**src/rtl/stream_mux_pkg.sv**
```systemverilog
// Shared definitions for the stream_mux block: mode encodings and a constant-function
// helper for parameter checks.
package stream_mux_pkg;

  localparam logic MODE_FIXED = 1'b0;
  localparam logic MODE_RR    = 1'b1;

  // Ceiling log2, usable at elaboration time.
  function automatic int unsigned clog2(input int unsigned n);
    int unsigned r;
    r = 0;
    while ((32'd1 << r) < n) begin
      r++;
    end
    return r;
  endfunction

endpackage

```
**src/rtl/stream_mux_rr_arbiter.sv**
```systemverilog
// Round-robin arbiter: grants the first requester strictly after ptr, wrapping at N.
// The wrap is handled by scanning a doubled request vector with the low part masked off.
module stream_mux_rr_arbiter #(
  parameter int unsigned N     = 10,
  parameter int unsigned PTR_W = 4
) (
  input  logic [N-1:0]     req,
  input  logic [PTR_W-1:0] ptr,
  output logic [N-1:0]     gnt,
  output logic [PTR_W-1:0] idx
);

  logic [PTR_W-1:0] start;
  logic [2*N-1:0]   mask;
  logic [2*N-1:0]   cand;
  logic             found;

  assign start = (32'(ptr) >= N - 1) ? '0 : ptr + PTR_W'(1);

  always_comb begin
    mask = '0;
    for (int unsigned i = 0; i < 2 * N; i++) begin
      mask[i] = (i >= 32'(start));
    end
  end

  assign cand = {req, req} & mask;

  // Lowest set bit of the masked double vector is the next channel in rotation.
  always_comb begin
    gnt   = '0;
    idx   = '0;
    found = 1'b0;
    for (int unsigned i = 0; i < 2 * N; i++) begin
      if (cand[i] && !found) begin
        found        = 1'b1;
        gnt[i % N]   = 1'b1;
        idx          = PTR_W'(i % N);
      end
    end
  end

endmodule

```
**src/rtl/stream_mux.sv**
```systemverilog
// N-input stream selector with valid/ready flow control, fixed or round-robin channel choice,
// one registered output stage, source tagging and an out-of-range select flag.
module stream_mux
  import stream_mux_pkg::*;
#(
  parameter int unsigned WIDTH = 16,
  parameter int unsigned N_IN  = 10,
  parameter int unsigned SEL_W = 4
) (
  input  logic                  clk,
  input  logic                  rst,
  input  logic                  mode,
  input  logic [SEL_W-1:0]      sel,
  input  logic [N_IN*WIDTH-1:0] in_data,
  input  logic [N_IN-1:0]       in_valid,
  output logic [N_IN-1:0]       in_ready,
  output logic [WIDTH-1:0]      out_data,
  output logic [SEL_W-1:0]      out_src,
  output logic                  out_valid,
  input  logic                  out_ready,
  output logic                  sel_err
);

  if (N_IN < 2 || N_IN > 16) begin : gen_bad_n_in
    $error("stream_mux: N_IN must lie in 2..16");
  end
  if (SEL_W < clog2(N_IN)) begin : gen_bad_sel_w
    $error("stream_mux: SEL_W too narrow to index N_IN channels");
  end

  logic [WIDTH-1:0] data_q, data_d;
  logic [SEL_W-1:0] src_q, src_d;
  logic             valid_q, valid_d;
  logic [SEL_W-1:0] rr_ptr_q, rr_ptr_d;
  logic             err_q, err_d;

  logic             load;
  logic             sel_ok;
  logic             xfer;
  logic [N_IN-1:0]  fixed_gnt;
  logic [N_IN-1:0]  rr_gnt;
  logic [SEL_W-1:0] rr_idx;
  logic [N_IN-1:0]  gnt;
  logic [SEL_W-1:0] gnt_idx;
  logic [WIDTH-1:0] mux_data;

  assign load   = !valid_q || out_ready;
  assign sel_ok = 32'(sel) < N_IN;

  always_comb begin
    fixed_gnt = '0;
    for (int unsigned k = 0; k < N_IN; k++) begin
      fixed_gnt[k] = sel_ok && (32'(sel) == k) && in_valid[k];
    end
  end

  stream_mux_rr_arbiter #(
    .N     (N_IN),
    .PTR_W (SEL_W)
  ) u_rr_arbiter (
    .req (in_valid),
    .ptr (rr_ptr_q),
    .gnt (rr_gnt),
    .idx (rr_idx)
  );

  assign gnt     = (mode == MODE_RR) ? rr_gnt : fixed_gnt;
  assign gnt_idx = (mode == MODE_RR) ? rr_idx : sel;

  // Reset gating keeps any handshake from completing in the reset cycle.
  assign in_ready = rst ? '0 : (gnt & {N_IN{load}});
  assign xfer     = |in_ready;

  always_comb begin
    mux_data = '0;
    for (int unsigned k = 0; k < N_IN; k++) begin
      mux_data = mux_data | (in_data[k*WIDTH +: WIDTH] & {WIDTH{gnt[k]}});
    end
  end

  always_comb begin
    data_d   = data_q;
    src_d    = src_q;
    valid_d  = valid_q;
    rr_ptr_d = rr_ptr_q;
    err_d    = (mode == MODE_FIXED) && !sel_ok;
    if (load) begin
      valid_d = xfer;
      if (xfer) begin
        data_d = mux_data;
        src_d  = gnt_idx;
        if (mode == MODE_RR) begin
          rr_ptr_d = gnt_idx;
        end
      end
    end
  end

  always_ff @(posedge clk) begin
    if (rst) begin
      data_q   <= '0;
      src_q    <= '0;
      valid_q  <= 1'b0;
      rr_ptr_q <= SEL_W'(N_IN - 1);
      err_q    <= 1'b0;
    end else begin
      data_q   <= data_d;
      src_q    <= src_d;
      valid_q  <= valid_d;
      rr_ptr_q <= rr_ptr_d;
      err_q    <= err_d;
    end
  end

  assign out_data  = data_q;
  assign out_src   = src_q;
  assign out_valid = valid_q;
  assign sel_err   = err_q;

endmodule

```
**config.mk**
```make
export PLATFORM = sky130hd
export DESIGN_NAME = stream_mux
export DESIGN_NICKNAME = d
export VERILOG_FILES = /design/src/rtl/stream_mux_pkg.sv /design/src/rtl/stream_mux_rr_arbiter.sv /design/src/rtl/stream_mux.sv
export SDC_FILE = /design/constraint.sdc
export NUM_CORES = 1
export LEC_CHECK = 0
export CORE_ASPECT_RATIO = 0.6
export CORE_MARGIN = 2
export CORE_UTILIZATION = 35
export CTS_BUF_LIST = sky130_fd_sc_hd__clkbuf_4 sky130_fd_sc_hd__clkbuf_8 sky130_fd_sc_hd__clkbuf_16
export DETAILED_ROUTE_END_ITERATION = 8
export PLACE_DENSITY = 0.73
export SYNTH_ARGS = -nofsm -noshare
export SYNTH_HDL_FRONTEND = slang
export SYNTH_SLANG_ARGS = --single-unit
export TNS_END_PERCENT = 10
```
**constraint.sdc**
```tcl
create_clock -name clk -period 7.05 [get_ports clk]
set_input_delay 2.115 -clock clk [delete_from_list [all_inputs] [get_ports clk]]
set_output_delay 2.115 -clock clk [all_outputs]
set_load 0.05 [all_outputs]
```
* Yosys cells after proc, flatten, opt, wreduce, memory -nomap -nowiden
Index checks and enable logic that the tools add are counted.
** Operators by class
- Add/sub/neg operators :: 1
- Magnitude comparators :: 17
- Equality and inequality tests :: 9
- Muxes and demuxes :: 61
- Bitwise logic cells :: 22
- Reduce and logical (&&, ||, !) cells :: 66
** Operator list (count)
- $and 16x16->16 :: 10
- $or 16x16->16 :: 9
- $mux 4 :: 14
- $logic_and 1x1->1 :: 40
- $mux 1 :: 39
- $ge 4x4->1 const A :: 7
- $logic_not 1->1 :: 21
- $and 20x20->20 :: 1
- $mux 10 :: 2
- $eq 4x3->1 const B :: 4
- $ge 3x4->1 const A :: 4
- $mux 3 :: 4
- $and 10x10->10 :: 1
- $reduce_or 10->1 :: 1
- $eq 4x2->1 const B :: 2
- $eq 4x4->1 const B :: 2
- $ge 1x4->1 const A :: 2
- $ge 2x4->1 const A :: 2
- $add 4x1->4 const B :: 1
- $eq 4x1->1 const B :: 1
- $ge 4x4->1 const B :: 1
- $logic_not 4->1 :: 1
- $lt 4x4->1 const B :: 1
- $mux 2 :: 2
- other kinds (4) :: 4
** Storage, ports and cells
- Register bits after elaboration :: 26
- Output and inout bits :: 32
- Logic and storage cells :: 181

* Longest topological paths before layout
- Depth after elaboration :: 73
- Mapped depth :: 16

* By module
Synthesis repeated with hierarchy kept, for this count alone.
** Second synthesis, totals
- Cells, all modules :: 432
- Area, all modules :: 3597.2 µm²
** Modules (own cells, without submodules)
- stream_mux :: instances 1, cells each 332, area each 2816.5 µm², sequential area each 520.5 µm²
- stream_mux_rr_arbiter :: instances 1, cells each 100, area each 780.7 µm², sequential area each 0.0 µm²

* Least setup slack after synthesis
No wires, ideal clock.
- Kind :: in2out
- From :: input port in_valid[2]
- To :: output port in_ready[6]
- Arrival :: 4845 ps
- Setup slack :: 90 ps
- Stages on the path :: 9
- Path buffers :: 2
- Path through :: clkbuf_1 > and2_1 > a221oi_1 > a21oi_1 > a21oi_1 > o2111ai_2 > o31ai_2 > clkbuf_1 > nor2b_1
** On the way
- Cells in the longest elaborated chain, start to end :: 48
- Elaborated cells on any way between the ends :: 49
- Those cells by class :: mux: 18; bitwise: 2; reduce/logical: 29
** Ends and longest elaborated chain
- from (decl) :: line stream_mux.sv:15 : input logic [N_IN-1:0] in_valid,
- $and 20x20->20 * :: line stream_mux_rr_arbiter.sv:27 : assign cand = {req, req} & mask;
- $logic_and 1x1->1 :: line stream_mux_rr_arbiter.sv:35 : if (cand[i] && !found) begin
- $mux 1 :: line stream_mux_rr_arbiter.sv:35
- $logic_not 1->1 :: line stream_mux_rr_arbiter.sv:35
- $logic_and 1x1->1 :: line stream_mux_rr_arbiter.sv:35
- $mux 1 :: line stream_mux_rr_arbiter.sv:35
- $logic_not 1->1 :: line stream_mux_rr_arbiter.sv:35
- $logic_and 1x1->1 :: line stream_mux_rr_arbiter.sv:35
- (+32 left out)
- $logic_and 1x1->1 :: line stream_mux_rr_arbiter.sv:35
- $mux 1 :: line stream_mux_rr_arbiter.sv:35
- $logic_not 1->1 :: line stream_mux_rr_arbiter.sv:35
- $logic_and 1x1->1 :: line stream_mux_rr_arbiter.sv:35
- $mux 1 * :: line stream_mux_rr_arbiter.sv:35
- $mux 10 * :: line stream_mux.sv:67 : assign gnt = (mode == MODE_RR) ? rr_gnt : fixed_gnt;
- $and 10x10->10 * :: line stream_mux.sv:71 : assign in_ready = rst ? '0 : (gnt & {N_IN{load}});
- $mux 10 * :: line stream_mux.sv:71
- to (decl) :: line stream_mux.sv:16 : output logic [N_IN-1:0] in_ready,
Mark *: on every way between the ends. The rest lies on a longest branch, timed or not.

* Worst setup path after layout
- From :: input port in_valid[2]
- To :: output port in_ready[3]
** On the way
- Cells in the longest elaborated chain, start to end :: 39
- Elaborated cells on any way between the ends :: 40
- Those cells by class :: mux: 15; bitwise: 2; reduce/logical: 23
** Ends and longest elaborated chain (line)
- $and 20x20->20 * :: stream_mux_rr_arbiter.sv:27
- $logic_and 1x1->1 :: stream_mux_rr_arbiter.sv:35
- $mux 1 :: stream_mux_rr_arbiter.sv:35
- $logic_not 1->1 :: stream_mux_rr_arbiter.sv:35
- $logic_and 1x1->1 :: stream_mux_rr_arbiter.sv:35
- $mux 1 :: stream_mux_rr_arbiter.sv:35
- $logic_not 1->1 :: stream_mux_rr_arbiter.sv:35
- $logic_and 1x1->1 :: stream_mux_rr_arbiter.sv:35
- (+23 left out)
- $logic_and 1x1->1 :: stream_mux_rr_arbiter.sv:35
- $mux 1 :: stream_mux_rr_arbiter.sv:35
- $logic_not 1->1 :: stream_mux_rr_arbiter.sv:35
- $logic_and 1x1->1 :: stream_mux_rr_arbiter.sv:35
- $mux 1 * :: stream_mux_rr_arbiter.sv:35
- $mux 10 * :: stream_mux.sv:67
- $and 10x10->10 * :: stream_mux.sv:71
- $mux 10 * :: stream_mux.sv:71
Marked as above.

==> results.md <==
- Outcome: finished clean
- DRT iter0 DRCs: just over 500
- Clk buf depth: 2
- DR WL/cell: 21.5 um
- DR vias: around 4,700
- Ys flop type: dfxtp_1
- RSZ-0062 raised after global routing: false
- FFs w/ async S/R, synth: 0
- Core ar.: a little over 0.009 mm^2
- Synth top area share: 0.157
- CP Max Fanout: 9
- Largest net degree at the start of global routing: 27
- Post-synth EDFFs: 0
- Layout Nets: 834
- Share of layout cells above drive strength 1: 0.109
- CTS sink cnt: 26
- Final Setup Violations: 0
- Total setup buffers inserted after CTS: 0
- Rel. slew slack: 0.405
- Min Tclk post-route: ~6.8 ns
- WHS: around 0.51 ns
- Register area share after synthesis: 0.157
- Die Ht: between 70 and 80 um
- Worst Tran Pin Value: between 0.8 and 0.9 ns
- Worst r2r src: rr_ptr_q[0]
- First-pass GRT wire length: 24,400 um
- Hold Path Class: reg -> reg
- Inserted Diodes: 0
- Clock latency at the later pin of the worst-skew pair: around 0.28 ns
- Area leader, netlist: dfxtp_1
- Initial antenna violation count: 0
- Fmax: between 100 and 150 MHz
- Commonest non-fill, non-tap cell in the layout: clkdlybuf4s50_1
- Post-DP HPWL: ~13,000 um
- Syn avg cell area: 7.32 um^2
- Utilization after layout: 0.631
- Reg-to-reg endpoint: out_data[13]
- Sequential cell area: roughly 520 um^2
- Syn-to-layout area delta: 75.3%
- Yosys cell types: 68
- Req. time, crit path: 4.93 ns
- Pwr/cell area: between 100 and 150 mW/mm^2
- Synth warn: 0
- CP Data Arrival Time: about 4.7 ns
- CTS H-tree lvls: 1
- Cts hold-fix bufs: 0
- FP Rows: 27
- Routed WL: between 15,000 and 20,000 um
- Routed vias/inst: approximately 6
- Final Hold Violating Endpoints: 0
- LEAKAGE: ~2.1 nW
- Residual DRC: 0
- Reg clk slew, reported paths: around 0.070 ns
- Tcrit/Tclk final: 0.967
- Num CTS Buffers: 3
- I/O pin total: 210
- Filler Cell Count: 776
- Most frequent cells in the layout: clkdlybuf4s50_1, nand2_1, nor2_1
- Die width: around 130 um
- Synthesized flop and latch total: 26
- Number of port buffers: roughly 210
- All-Layer GR Usage: 0.309
- Maxcap violations: 0
- Antenna viol nets, final: 0
- Die Footprint: 0.0103 mm^2
- Hold Path Depth: 2
- Initial Util: 0.360
- Vias in the first global route: approximately 4,400
- Reg2reg setup slack: 2.07 ns
- Top post-synthesis cells by area: dfxtp_1, o21ai_0, nand2_1
- Overall power: approximately 0.85 mW
- Clk root buf: clkbuf_16
- CP Capture Type: output pin
- DRT Pass-1 Iters: 6
- # resized after CTS: 0
- Syn nets: 633
- Crit path to: in_ready[3]
- Final number of max-transition violations: 0
- Design area: a little under 0.006 mm^2
- Final GP Congestion: ~1.1
- Worst Skew: approximately 0.0051 ns
- TNS Setup: 0 ns
- DP Area: between 0.005 and 0.006 mm^2
- Grt ovf: 0
- Peak VDD IR: between 0.1 and 0.15 mV
- Worst setup SP type: primary input
- TritonCTS clock tree: built
- Synth Instances: about 450
- Cell area after synthesis: between 0.003 and 0.004 mm^2
- Multi-input combinational cell area: roughly 0.0026 mm^2
- Crit path from: in_valid[2]
- Setup CP Type: in -> out
- Worst reg-to-reg path cell count: 15
-- how the worst min path moves through the flow --
| stage | from | end | slack, ns |
|---|---|---|---|
| after floorplan | rr_ptr_q[1] | rr_ptr_q[1] | 0.52 |
| after CTS | out_src[3] | out_src[3] | 0.50 |
| after detailed placement | out_src[3] | out_src[3] | 0.49 |
| after global routing | out_src[3] | out_src[3] | 0.54 |
| final | out_src[3] | out_src[3] | 0.51 |
| after global placement | out_src[3] | out_src[3] | 0.48 |
-- state kept, by name, indices dropped and copies added, names as in the netlist --
signal and cells:
out_data 16, out_src 4, out_valid 1, sel_err 1, rr_ptr_q 4
-- cells by family (layout without fill, tap and decap cells) --
kind of cell,after synthesis,in the layout,synth area share
AO/OA/AOI/OAI,175,175,0.432
adder cells (fa/ha/maj),3,3,0.0113
buffers and inverters,55,255,0.0756
flip-flops,26,26,0.157
multiplexers,7,7,0.0216
AND/OR/NAND/NOR,186,186,0.302
-- routing by layer --
metal / GRT usage / vias to the layer above / wire length [um]
met2: 0.491 / 285 / 7480
met3: 0.0714 / 22 / 1960
met5: 0 / - / 0
met4: 0.0484 / 0 / 171
met1: 0.433 / 2229 / 7230
li1: - / 2159 / -
-- where the power goes --
group | internal (mW) | leakage, nW | total (mW) | switching, mW
logic | 0.222 | 1.83 | 0.486 | 0.265
registers | 0.166 | 0.215 | 0.187 | 0.0213
clock network | 0.113 | 0.0511 | 0.174 | 0.0607
total | 0.501 | 2.10 | 0.848 | 0.347
-- synth_stat cells, drive strengths merged, types with 11 or more instances --
cell / number
nand2: 57
dfxtp: 26
buf: 13
and4b: 17
nand2b: 11
a211oi: 19
inv: 22
clkbuf: 20
o21ai: 46
a21oi: 11
nor2: 46
a222oi: 16
a22oi: 16
o2111ai: 17
-- critical path, stage by stage --
cell,delay [ns]
clkdlybuf4s50_1,0.48
and2_1,0.19
a221oi_1,0.24
a21oi_1,0.10
a21oi_1,0.37
o2111ai_2,0.26
buf_4,0.25
o31ai_4,0.23
nor2b_1,0.28
buf_12,0.18
-- metrics by stage --
stage	setup WS (ns)	cells
floorplan	0.0895	452
global placement	0.315	778
detailed placement	0.291	778
CTS	0.278	782
global route	0.109	782
finish	0.230	782
-- cell type report --
type	instances	area share
clock buffer	3	0.0129
clock inverter	1	0.00518
inverter	22	0.0142
multi-input combinational	371	0.446
sequential	26	0.0897
tap	130	0.0280
timing repair buffer	229	0.404
(Power assumes the default switching activity.)
